### src/rtl/dcache_pkg.sv
// Shared types for the set-associative data cache: word type, default address
// layout and the controller state encoding.
package dcache_pkg;
  typedef logic [31:0] word_t;

  localparam int DEF_NSETS    = 8;
  localparam int DEF_NWAYS    = 2;
  localparam int DEF_BLKWORDS = 2;

  localparam int IDX_W = $clog2(DEF_NSETS);
  localparam int BLK_W = $clog2(DEF_BLKWORDS);
  localparam int WAY_W = $clog2(DEF_NWAYS);
  localparam int TAG_W = 32 - IDX_W - BLK_W - 2;

  typedef struct packed {
    logic [TAG_W-1:0] tag;
    logic [IDX_W-1:0] idx;
    logic [BLK_W-1:0] blkoff;
    logic [1:0]       bytoff;
  } dcache_addr_t;

  typedef enum logic [2:0] {IDLE, WB, FETCH, FLUSH, HITCNT, FLUSHED} dcache_state_t;
endpackage

### src/rtl/dcache_assoc_if.sv
// Datapath-side and memory-side signals of one data cache.
// master = the cache, slave = datapath plus memory controller.
interface dcache_assoc_if;
  import dcache_pkg::*;

  logic  halt, dmemREN, dmemWEN;
  word_t dmemaddr, dmemstore;
  logic  dhit, flushed;
  word_t dmemload;
  logic  dREN, dWEN, dwait;
  word_t daddr, dstore, dload;

  modport master (
    input  halt, dmemREN, dmemWEN, dmemaddr, dmemstore, dwait, dload,
    output dhit, dmemload, flushed, dREN, dWEN, daddr, dstore
  );
  modport slave (
    output halt, dmemREN, dmemWEN, dmemaddr, dmemstore, dwait, dload,
    input  dhit, dmemload, flushed, dREN, dWEN, daddr, dstore
  );
endinterface

### src/rtl/dcache_assoc_lru_rank_set.sv
// True-LRU rank vector for one set: rank 0 is MRU, the way holding rank
// NWAYS-1 is the replacement candidate.
module lru_rank_set #(
  parameter  int NWAYS = 2,
  localparam int WS    = (NWAYS > 1) ? $clog2(NWAYS) : 1
) (
  input  logic          CLK,
  input  logic          nRST,
  input  logic          upd,
  input  logic [WS-1:0] upd_way,
  output logic [WS-1:0] victim
);
  if (NWAYS == 1) begin : g_one
    logic unused_in;
    assign unused_in = CLK ^ nRST ^ upd ^ upd_way[0];
    assign victim    = '0;
  end else begin : g_rank
    logic [NWAYS-1:0][WS-1:0] rank;

    always_ff @(posedge CLK, negedge nRST) begin
      if (!nRST) begin
        for (int w = 0; w < NWAYS; w++) rank[w] <= WS'(w);
      end else if (upd) begin
        // ways more recent than the touched one age by one; the rest keep rank
        for (int w = 0; w < NWAYS; w++) begin
          if (WS'(w) == upd_way)          rank[w] <= '0;
          else if (rank[w] < rank[upd_way]) rank[w] <= rank[w] + 1'b1;
        end
      end
    end

    always_comb begin
      victim = '0;
      for (int w = 0; w < NWAYS; w++)
        if (rank[w] == WS'(NWAYS - 1)) victim = WS'(w);
    end
  end
endmodule

### src/rtl/dcache_assoc.sv
// Write-back, write-allocate N-way data cache with true-LRU replacement and a
// halt-time flush that ends by storing the hit counter.
module dcache_assoc
  import dcache_pkg::*;
#(
  parameter int    CPUID       = 0,
  parameter int    NSETS       = 8,
  parameter int    NWAYS       = 2,
  parameter int    BLKWORDS    = 2,
  parameter word_t HITCNT_ADDR = 32'h3100
) (
  input logic            CLK,
  input logic            nRST,
  dcache_assoc_if.master dc
);
  localparam int IW = $clog2(NSETS);
  localparam int BW = $clog2(BLKWORDS);
  localparam int BS = (BW > 0) ? BW : 1;
  localparam int WW = $clog2(NWAYS);
  localparam int WS = (WW > 0) ? WW : 1;
  localparam int TW = 30 - BW - IW;
  localparam int FW = IW + WW;
  localparam logic [BS-1:0] WLAST = BS'(BLKWORDS - 1);
  localparam logic [FW-1:0] FLAST = FW'(NSETS * NWAYS - 1);

  if (NSETS < 2 || NWAYS < 1 || NWAYS > 8 || BLKWORDS < 1 || BLKWORDS > 8 || CPUID < 0)
  begin : g_bad_cfg
    $error("dcache_assoc: unsupported configuration");
  end

  dcache_state_t state_q, state_n;
  logic [BS-1:0] wcnt_q, wcnt_n;
  logic [FW-1:0] fcnt_q, fcnt_n;
  word_t         hitcnt;
  logic [WS-1:0] vic_q, vic_sel, hway;

  logic [NSETS-1:0][NWAYS-1:0] valid, dirty;
  logic [TW-1:0] tags [NSETS][NWAYS];
  word_t         data [NSETS][NWAYS][BLKWORDS];
  logic [NSETS-1:0][WS-1:0] lru_vic;

  logic [TW-1:0] rtag;
  logic [IW-1:0] ridx, f_set;
  logic [BS-1:0] rblk;
  logic [WS-1:0] f_way;
  logic req, hit, inv_found;
  logic dhit, flushed, dren, dwen;
  word_t daddr, dstore;
  logic hit_upd, hit_wr, fill_we, fill_done, wb_done, fl_done;
  logic unused_bits;

  assign rtag        = dc.dmemaddr[31 -: TW];
  assign ridx        = dc.dmemaddr[2+BW +: IW];
  assign rblk        = (BW > 0) ? dc.dmemaddr[2 +: BS] : '0;
  assign req         = dc.dmemREN | dc.dmemWEN;
  assign f_set       = fcnt_q[FW-1 -: IW];
  assign f_way       = (WW > 0) ? fcnt_q[WS-1:0] : '0;
  assign unused_bits = ^dc.dmemaddr[1:0];

  function automatic word_t mk_addr(logic [TW-1:0] t, logic [IW-1:0] i, logic [BS-1:0] b);
    return (word_t'({t, i}) << (2 + BW)) | (word_t'(b) << 2);
  endfunction

  // tag match and victim choice: lowest invalid way first, else the LRU way
  always_comb begin
    hit       = 1'b0;
    hway      = '0;
    inv_found = 1'b0;
    vic_sel   = lru_vic[ridx];
    for (int w = 0; w < NWAYS; w++) begin
      if (valid[ridx][w] && tags[ridx][w] == rtag) begin
        hit  = 1'b1;
        hway = WS'(w);
      end
      if (!valid[ridx][w] && !inv_found) begin
        inv_found = 1'b1;
        vic_sel   = WS'(w);
      end
    end
  end

  for (genvar s = 0; s < NSETS; s++) begin : g_lru
    lru_rank_set #(.NWAYS(NWAYS)) u_lru (
      .CLK     (CLK),
      .nRST    (nRST),
      .upd     (hit_upd && (ridx == IW'(s))),
      .upd_way (hway),
      .victim  (lru_vic[s])
    );
  end

  always_comb begin
    state_n   = state_q;
    wcnt_n    = wcnt_q;
    fcnt_n    = fcnt_q;
    dhit      = 1'b0;
    flushed   = 1'b0;
    dren      = 1'b0;
    dwen      = 1'b0;
    daddr     = '0;
    dstore    = '0;
    hit_upd   = 1'b0;
    hit_wr    = 1'b0;
    fill_we   = 1'b0;
    fill_done = 1'b0;
    wb_done   = 1'b0;
    fl_done   = 1'b0;
    case (state_q)
      IDLE: begin
        if (dc.halt) begin
          state_n = FLUSH;
          fcnt_n  = '0;
          wcnt_n  = '0;
        end else if (req && hit) begin
          dhit    = 1'b1;
          hit_upd = 1'b1;
          hit_wr  = dc.dmemWEN;
        end else if (req) begin
          state_n = dirty[ridx][vic_sel] ? WB : FETCH;
        end
      end
      WB: begin
        dwen   = 1'b1;
        daddr  = mk_addr(tags[ridx][vic_q], ridx, wcnt_q);
        dstore = data[ridx][vic_q][wcnt_q];
        if (!dc.dwait) begin
          if (wcnt_q == WLAST) begin
            wcnt_n  = '0;
            wb_done = 1'b1;
            state_n = FETCH;
          end else wcnt_n = wcnt_q + 1'b1;
        end
      end
      FETCH: begin
        dren  = 1'b1;
        daddr = mk_addr(rtag, ridx, wcnt_q);
        if (!dc.dwait) begin
          fill_we = 1'b1;
          if (wcnt_q == WLAST) begin
            wcnt_n    = '0;
            fill_done = 1'b1;
            state_n   = IDLE;
          end else wcnt_n = wcnt_q + 1'b1;
        end
      end
      FLUSH: begin
        if (dirty[f_set][f_way]) begin
          dwen   = 1'b1;
          daddr  = mk_addr(tags[f_set][f_way], f_set, wcnt_q);
          dstore = data[f_set][f_way][wcnt_q];
        end
        // clean lines advance at once; dirty ones only after their last word
        if (!dirty[f_set][f_way] || (!dc.dwait && wcnt_q == WLAST)) begin
          wcnt_n  = '0;
          fl_done = dirty[f_set][f_way];
          if (fcnt_q == FLAST) state_n = HITCNT;
          else                 fcnt_n  = fcnt_q + 1'b1;
        end else if (!dc.dwait) wcnt_n = wcnt_q + 1'b1;
      end
      HITCNT: begin
        dwen   = 1'b1;
        daddr  = HITCNT_ADDR;
        dstore = hitcnt;
        if (!dc.dwait) state_n = FLUSHED;
      end
      FLUSHED: flushed = 1'b1;
      default: state_n = IDLE;
    endcase
  end

  always_ff @(posedge CLK, negedge nRST) begin
    if (!nRST) begin
      state_q <= IDLE;
      wcnt_q  <= '0;
      fcnt_q  <= '0;
      hitcnt  <= '0;
      vic_q   <= '0;
      valid   <= '0;
      dirty   <= '0;
    end else begin
      state_q <= state_n;
      wcnt_q  <= wcnt_n;
      fcnt_q  <= fcnt_n;
      if (state_q == IDLE && state_n != IDLE) vic_q <= vic_sel;
      if (hit_upd && hitcnt != '1) hitcnt <= hitcnt + 32'd1;
      if (hit_wr)  dirty[ridx][hway]  <= 1'b1;
      if (wb_done) dirty[ridx][vic_q] <= 1'b0;
      if (fill_done) begin
        valid[ridx][vic_q] <= 1'b1;
        dirty[ridx][vic_q] <= 1'b0;
      end
      if (fl_done) dirty[f_set][f_way] <= 1'b0;
    end
  end

  always_ff @(posedge CLK) begin
    if (hit_wr)    data[ridx][hway][rblk]    <= dc.dmemstore;
    if (fill_we)   data[ridx][vic_q][wcnt_q] <= dc.dload;
    if (fill_done) tags[ridx][vic_q]         <= rtag;
  end

  assign dc.dhit     = dhit;
  assign dc.dmemload = dhit ? data[ridx][hway][rblk] : '0;
  assign dc.flushed  = flushed;
  assign dc.dREN     = dren;
  assign dc.dWEN     = dwen;
  assign dc.daddr    = daddr;
  assign dc.dstore   = dstore;
endmodule

### src/flat_wrapper.sv
// flat-port wrapper written by rule: the top's interface ports become plain ports
module dcache_assoc_flat import dcache_pkg::*;
#(
  parameter int    CPUID       = 0,
  parameter int    NSETS       = 8,
  parameter int    NWAYS       = 2,
  parameter int    BLKWORDS    = 2,
  parameter word_t HITCNT_ADDR = 32'h3100
)
  (CLK, nRST, dc_halt, dc_dmemREN, dc_dmemWEN, dc_dmemaddr, dc_dmemstore, dc_dwait, dc_dload, dc_dhit, dc_dmemload, dc_flushed, dc_dREN, dc_dWEN, dc_daddr, dc_dstore);
  dcache_assoc_if dc_i ();
  input logic CLK;
  input logic nRST;
  input wire logic [$bits(dc_i.halt)-1:0] dc_halt;
  input wire logic [$bits(dc_i.dmemREN)-1:0] dc_dmemREN;
  input wire logic [$bits(dc_i.dmemWEN)-1:0] dc_dmemWEN;
  input wire logic [$bits(dc_i.dmemaddr)-1:0] dc_dmemaddr;
  input wire logic [$bits(dc_i.dmemstore)-1:0] dc_dmemstore;
  input wire logic [$bits(dc_i.dwait)-1:0] dc_dwait;
  input wire logic [$bits(dc_i.dload)-1:0] dc_dload;
  output wire logic [$bits(dc_i.dhit)-1:0] dc_dhit;
  output wire logic [$bits(dc_i.dmemload)-1:0] dc_dmemload;
  output wire logic [$bits(dc_i.flushed)-1:0] dc_flushed;
  output wire logic [$bits(dc_i.dREN)-1:0] dc_dREN;
  output wire logic [$bits(dc_i.dWEN)-1:0] dc_dWEN;
  output wire logic [$bits(dc_i.daddr)-1:0] dc_daddr;
  output wire logic [$bits(dc_i.dstore)-1:0] dc_dstore;
  assign dc_i.halt = dc_halt;
  assign dc_i.dmemREN = dc_dmemREN;
  assign dc_i.dmemWEN = dc_dmemWEN;
  assign dc_i.dmemaddr = dc_dmemaddr;
  assign dc_i.dmemstore = dc_dmemstore;
  assign dc_i.dwait = dc_dwait;
  assign dc_i.dload = dc_dload;
  assign dc_dhit = dc_i.dhit;
  assign dc_dmemload = dc_i.dmemload;
  assign dc_flushed = dc_i.flushed;
  assign dc_dREN = dc_i.dREN;
  assign dc_dWEN = dc_i.dWEN;
  assign dc_daddr = dc_i.daddr;
  assign dc_dstore = dc_i.dstore;
  dcache_assoc #(.CPUID(CPUID), .NSETS(NSETS), .NWAYS(NWAYS), .BLKWORDS(BLKWORDS), .HITCNT_ADDR(HITCNT_ADDR)) u_core (.CLK(CLK), .nRST(nRST), .dc(dc_i));
endmodule
### config.mk
export PLATFORM = sky130hd
export DESIGN_NAME = dcache_assoc_flat
export DESIGN_NICKNAME = d
export VERILOG_FILES = /design/src/rtl/dcache_pkg.sv /design/src/rtl/dcache_assoc_if.sv /design/src/rtl/dcache_assoc_lru_rank_set.sv /design/src/rtl/dcache_assoc.sv /design/src/flat_wrapper.sv
export SDC_FILE = /design/constraint.sdc
export NUM_CORES = 2
export LEC_CHECK = 0
export CELL_PAD_IN_SITES_DETAIL_PLACEMENT = 0
export CELL_PAD_IN_SITES_GLOBAL_PLACEMENT = 1
export CORE_MARGIN = 2
export CORE_UTILIZATION = 45
export DETAILED_ROUTE_END_ITERATION = 8
export GPL_ROUTABILITY_DRIVEN = 0
export PLACE_DENSITY_LB_ADDON = 0.1
export SYNTH_ARGS = -nofsm -noshare
export SYNTH_HDL_FRONTEND = slang
export SYNTH_HIERARCHICAL = 1
export SYNTH_SLANG_ARGS = --single-unit
### constraint.sdc
create_clock -name CLK -period 6.2 [get_ports CLK]
set_clock_uncertainty 0.15 [all_clocks]
set_input_delay 1.24 -clock CLK [delete_from_list [all_inputs] [get_ports CLK]]
set_output_delay 1.24 -clock CLK [all_outputs]
set_load 0.005 [all_outputs]
After elaboration in Yosys (flattened, before gate mapping)

Memories as Yosys holds them, arrays and structs flattened.
Index checks and enable logic that the tools add are counted.

Flip-flop bits (word level): 89
Bits in writable memories: 1440
Bits of input ports: 102
Output and inout bits: 100
Logic and storage cells: 630
Memories: 2

Memories:

| name        | words | width | read ports | clocked after Yosys merged registers in | wr ports | RTL line           | text |
|---|---|---|---|---|---|---|---|
| u_core.data | 8     | 128   | 2          | 0                                       | 1        | dcache_assoc.sv:39 | `word_t data [NSETS][NWAYS][BLKWORDS];` |
| u_core.tags | 8     | 52    | 2          | 0                                       | 1        | dcache_assoc.sv:38 | `logic [TW-1:0] tags [NSETS][NWAYS];` |

$add $sub $neg: 19
$lt $le $gt $ge: 36
Equality and inequality tests: 29
Muxes and demuxes: 302
Bitwise operators: 144
Reductions and logical operators: 61

Operators by type and width:

| kind                                                            | count |
|---|---|
| 64-bit 2-to-1 mux                                               | 11 |
| 32-bit 2-to-1 mux                                               | 14 |
| 128-bit 2-to-1 mux                                              | 2 |
| 1-bit 2-to-1 mux                                                | 222 |
| 26-bit 2-to-1 mux                                               | 7 |
| 1-bit OR                                                        | 129 |
| 64-bit demux with 1-bit select                                  | 2 |
| 32-bit case mux with 4 select lines                             | 1 |
| 32-bit by 3-bit OR with 32-bit output                           | 3 |
| 32-bit case mux with 3 select lines                             | 1 |
| 32-bit demux with 1-bit select                                  | 2 |
| 16-bit 2-to-1 mux                                               | 4 |
| 26-bit == test                                                  | 2 |
| 52-bit 2-to-1 mux                                               | 1 |
| 16-bit bitwise AND                                              | 3 |
| 32-bit by 1-bit adder with 32-bit output, second input constant | 1 |
| 32-bit != test, second input constant                           | 1 |
| 16-bit inverter                                                 | 2 |
| 16-bit OR                                                       | 2 |
| 2-bit AND reduction                                             | 16 |
| 3-bit 2-to-1 mux                                                | 10 |
| 26-bit demux with 1-bit select                                  | 1 |
| 1-bit logical AND                                               | 24 |
| 2-bit != test, second input constant                            | 10 |
| other kinds (33)                                                | 120 |

Depth between registers and ports, before layout

Word-level depth: 18
Depth in mapped cells: 16
Mapped depth without buffers: 10

Cells and area by module

Netlist, hierarchy kept.

By module, submodules not included:

| module       | instances | cells an instance | area an instance (sq um) | seq. area each (sq um) |
|---|---|---|---|---|
| dcache_assoc | 1         | 5014              | 74737.9                  | 45068.2 |
| lru_rank_set | 8         | 7                 | 75.1                     | 51.3 |

Least setup slack after synthesis

No wires, ideal clock.

Kind: input to register
Start: in dc_dmemaddr[3]
End: mem u_core/data[0][100] (netlist bit) (enable)
Library setup time: 0.432 ns
Data arrival time: 5.517 ns
Required time: 5.618 ns
Path slack: 0.101 ns
Cell stages on the path: 14
Buffers on the path: 5
Cells stage by stage: buf_6 buf_6 buf_6 buf_2 mux2_1 o22ai_1 nor3_1 nand3b_1 or4b_1 nor4_1 a22o_2 buf_6 nand4b_4 a21oi_1

Cells in the longest elaborated chain, start to end: 12
Elaborated cells on any way between the ends: 23
Classes of those cells: order compare: 2; eq/ne: 2; mux: 12; bitwise: 2; reduce/logical: 4; memory: 1

RTL lines:

| element                                                                               | RTL line            | text |
|---|---|---|
| start: declaration                                                                    | flat_wrapper.sv:17  | `input wire logic [$bits(dc_i.dmemaddr)-1:0] dc_dmemaddr;` |
| memory 8 x 52 bit / 2-bit binary-select mux with 3-bit select (equally long branches) | --                  |  |
| 26-bit == test / 2-bit 2-to-1 mux (equally long branches)                             | dcache_assoc.sv:71  | `if (valid[ridx][w] && tags[ridx][w] == rtag) begin` |
| 1-bit logical AND                                                                     | dcache_assoc.sv:71  |  |
| 1-bit 2-to-1 mux (2 in series)                                                        | dcache_assoc.sv:71  |  |
| 1-bit logical AND                                                                     | dcache_assoc.sv:114 | `end else if (req && hit) begin` |
| 1-bit 2-to-1 mux                                                                      | dcache_assoc.sv:114 |  |
| 1-bit 2-to-1 mux                                                                      | dcache_assoc.sv:110 | `if (dc.halt) begin` |
| 1-bit 2-to-1 mux                                                                      | dcache_assoc.sv:108 | `case (state_q)` |
| 1-bit 2-to-1 mux                                                                      | dcache_assoc.sv:197 | `if (hit_wr) data[ridx][hway][rblk] <= dc.dmemstore;` |
| 128-bit 2-to-1 mux (not written as such)                                              | dcache_assoc.sv:197 |  |
| 1-bit OR (no source line)                                                             | --                  |  |
| end: declaration                                                                      | dcache_assoc.sv:39  |  |

Parallel ways exist; a longest one is shown, timed or not. The select of a mux whose other input is x is not followed.

Worst setup path after layout

Start: in dc_dmemaddr[5]
End: out dc_dmemload[25]

Cells in the longest elaborated chain, start to end: 12
Elaborated cells on any way between the ends: 23
Classes of those cells: eq/ne: 2; mux: 15; bitwise: 1; reduce/logical: 3; memory: 2

RTL lines:

| element                                                                               | RTL line            | text |
|---|---|---|
| memory 8 x 52 bit / 2-bit binary-select mux with 3-bit select (equally long branches) | --                  |  |
| 26-bit == test / 2-bit 2-to-1 mux (equally long branches)                             | dcache_assoc.sv:71  |  |
| 1-bit logical AND                                                                     | dcache_assoc.sv:71  |  |
| 1-bit 2-to-1 mux                                                                      | dcache_assoc.sv:71  |  |
| 1-bit inverter with 2-bit output (not written as such)                                | dcache_assoc.sv:203 | `assign dc.dmemload = dhit ? data[ridx][hway][rblk] : '0;` |
| 64-bit 2-to-1 mux (not written as such) (3 in series)                                 | dcache_assoc.sv:203 |  |
| 32-bit 2-to-1 mux (not written as such) (3 in series)                                 | dcache_assoc.sv:203 |  |
| 32-bit 2-to-1 mux *                                                                   | dcache_assoc.sv:203 |  |
| end: declaration                                                                      | flat_wrapper.sv:22  | `output wire logic [$bits(dc_i.dmemload)-1:0] dc_dmemload;` |

Every way passes the cells marked *; elsewhere a longest branch is shown, timed or not. The select of a mux whose other input is x is not followed.

==> metrics.cfg <==
[cells_and_area]
finish.utilization_pct = 54.3
fin_cells = 7914
drive_gt1_share_pct = 28.3
final_nets = 5679
area_delta_synth_final_pct = 20.0

[worst_setup_path]
worstSetupEndpointType = primary output
crit_required_ns = 4.81
path_cells = buf_6 -> buf_12 -> buf_4 -> nand2b_1 -> buf_4 -> o22ai_1 -> a221oi_1 -> xnor2_1 -> nand4_1 -> nor3_4 -> and2_4 -> buf_12 -> buf_4 -> buf_12 -> mux2i_2 -> buf_4 -> nor2b_1 -> dlygate4sd2_1
critical-path-slowest-cell = a221oi_1
critPathMostFrequentCell = buf_4
arrival_ns = 4.77
startpoint_type = input pin
ff2ff_setup_slack_ns = 1.33
crit_type = input pin to primary output
reg2reg_depth = 11
critPathMaxStageDelay_ns = 0.40
worstReg2RegStart = u_core/tags[3][29]
r2r-end = u_core/data[7][69]
worstPathMaxFanout = 6

[yosys]
synth_edf_count = 1440
synthArstFlopShare_pct = 5.82
synth.distinct_cells = 85
synth.avg_cell_area_sq_um = 14.9
synth.cell_area_sq_mm = 0.0753
synth_top_cell_area_share_pct = 57.4
synth_seq_area_share_pct = 60.4
synth_common_cells = edfxtp_1 (1440), mux2i_1 (451), mux4_2 (351), mux2_2 (299), nand2_1 (279)
synth.most_common_cell = edfxtp_1
yosys_warnings = 6
synth_top_flop_cell = edfxtp_1
syn_inst = 5070
yosys.area.top_type = edfxtp_1
synthTopCellsByArea = edfxtp_1 (57%), mux4_2 (10%), mux2i_1 (6.0%), mux2_2 (4.5%), dfrtp_1 (2.7%)
synth-seq-cells = 1529

[drt]
drtAntennaViolNets = 0
vias = 54400
wl_per_cell_um = 38.5
wl_um = 305000
firstDrtPassIters = 7
dr_wl_met2_um = 140000
drc = 0
m1WireLength_um = 117000
top_layer = met5
route.met3.wl_um = 33100
via_per_inst = 6.88
drt_iter0_markers = 7891

[floorplan]
core-area_sq_mm = 0.167
die_area_sq_mm = 0.171
die_w_um = 413
die_h_um = 413
initial_core_util_pct = 45.2
num_rows = 150
io_pins = 202

[timing]
rsz0062_at_grt = yes
finalCritPeriodShare_pct = 99.4
final-max-slew-violation-count = 0
setup_violations = 0
finalHoldViolations = 0
tightest_slew_ns = 1.43
finalCriticalPeriod_ns = 6.16
maxSlewHeadroom_pct = 4.56
max_clock_freq_mhz = 162

[job]
drv_cap = 0

[global_routing]
grt_overflow = 0
grt_pass1_vias = 53000
track_usage_pct = 35.3
antenna_found_initial = 13
grt_max_degree = 116
grt_pass1_wl_um = 417000

[clock_network]
cts_buffers = 168
insertion_delay_ns = 0.84
cts_tree = built
clk_path_buf_depth = 3
clkSinkCount = 1529
cts_htree_levels = 4
cts.clk_slew.worst_paths_ns = 0.05
cts-root-buf = clkbuf_16

[power]
p_total_mw = 22.4
ir_worst_vdd_v = 0.000314
p_per_area_mw_per_mm2 = 248
leakagePower_nw = 30.1

[status]
status = finished, final reports clean

[placement]
hpwl_um = 183000
dp_cells = 7559
port_buffers = 197

[worst_hold_path]
hold_path_class = input pin to asynchronous set/reset pin

how the worst max path moves through the flow:
stage	startpoint	end	slack [ns]	cells after the start
3_3_place_gp	dc_dmemaddr[3]	dc_dmemload[22]	-0.45	15
3_5_place_dp	dc_dmemaddr[3]	dc_dmemload[3]	-0.45	18
2_1_floorplan	dc_dmemaddr[3]	u_core/data[0][100]	0.10	14
6_report	dc_dmemaddr[5]	dc_dmemload[25]	0.04	18
5_1_grt	dc_dmemaddr[5]	dc_dmemload[13]	-0.03	18
4_1_cts	dc_dmemaddr[5]	dc_dmemload[2]	0.004	19
cell families after synthesis:
kind of cell	synth area share, %
flip-flops	60.4
AO/OA/AOI/OAI	10.2
multiplexers	21.0
AND/OR/NAND/NOR	4.98
buffers and inverters	2.50
XOR/XNOR	0.918
adder cells (fa/ha/maj)	0.0332
other	0.00498
cell usage in the layout (no fill, tap or decap), drive strengths merged, types with 11 or more instances in the layout:
cell type      synthesis  layout
nor4                  27      27
clkinv                 3      52
o22ai                 49      49
o221ai                38      38
a22o                  19      19
nand2                279     279
a21o                  11      11
nand4                 46      46
xor2                  50      50
and3                  14      14
a221oi               162     162
edfxtp              1440    1440
nand3                 75      75
a22oi                187     187
a211oi                23      23
o211ai                26      26
xnor2                 29      29
inv                   33      45
buf                  175     556
clkbuf               241     230
dlygate4sd2            0      31
dfrtp                 81      81
or2                   20      20
nor2                 155     155
o21ai                189     189
nor2b                 50      50
nor3                  53      53
a31oi                 30      30
nand2b                12      12
clkdlybuf4s50          0     160
mux2                 300     300
mux4                 351     351
mux2i                452     452
a21oi                267     267
a221o                 41      41
registers in the layout, summed over array words and instances, names as in the netlist:
signal and cells:
u_core/fcnt_q 4, u_core/g_lru.u_lru/g_rank.rank 16, u_core/tags 416, u_core/wcnt_q 1
u_core/hitcnt 32, u_core/state_q 3, u_core/dirty 16, u_core/valid 16
u_core/vic_q 1, u_core/data 1024
metal layers:
layer  global-route usage, %  vias to the layer above
met1                    48.4                    28300
met5                       0                        -
met4                    14.5                       10
met2                    54.9                     3626
met3                    7.22                      705
li1                        -                    21800
per-stage QoR:
stage	TNS (ns)	hold slack (ns)	instance area, sq um	setup slack (ns)
after global routing	-0.155	0.215	90400	-0.0274
after global placement	-14.88	0.297	84000	-0.449
after CTS	0	0.168	90100	0.00426
final	0	0.216	90400	0.0354
after detailed placement	-13.21	0.300	84000	-0.451
after floorplan	0	0.284	75300	0.101
critical path: cells and delay by family:
| kind | cells | cell delay [ns] |
|---|---|---|
| multiplexers | 1 | 0.21 |
| AO/OA/AOI/OAI | 2 | 0.50 |
| XOR/XNOR | 1 | 0.28 |
| AND/OR/NAND/NOR | 5 | 1.03 |
| buffers and inverters | 9 | 1.46 |
timing repair:
action	CTS	global route
setup endpoints to repair	45	33
resized for setup	114	36
gates cloned	6	2
pin swaps	12	10
hold buffers	0	0
buffers inserted	25	20
power breakdown:
part / switching (mW) / internal [mW]
logic: 0.791 / 0.658
clock network: 4.20 / 5.50
registers: 0.000000000000000103 / 11.3
layout make-up:
class	count	area, sq um
well taps	2204	2760
inverters	36	151
fillers	13600	76200
repair buffers	750	7810
diodes	2	5.00
multi-input cells	3090	29000
flip-flops and latches	1529	45500
clock buffers	228	4560
clock inverters	75	689
Note: power is estimated with default switching activity, not from simulation.
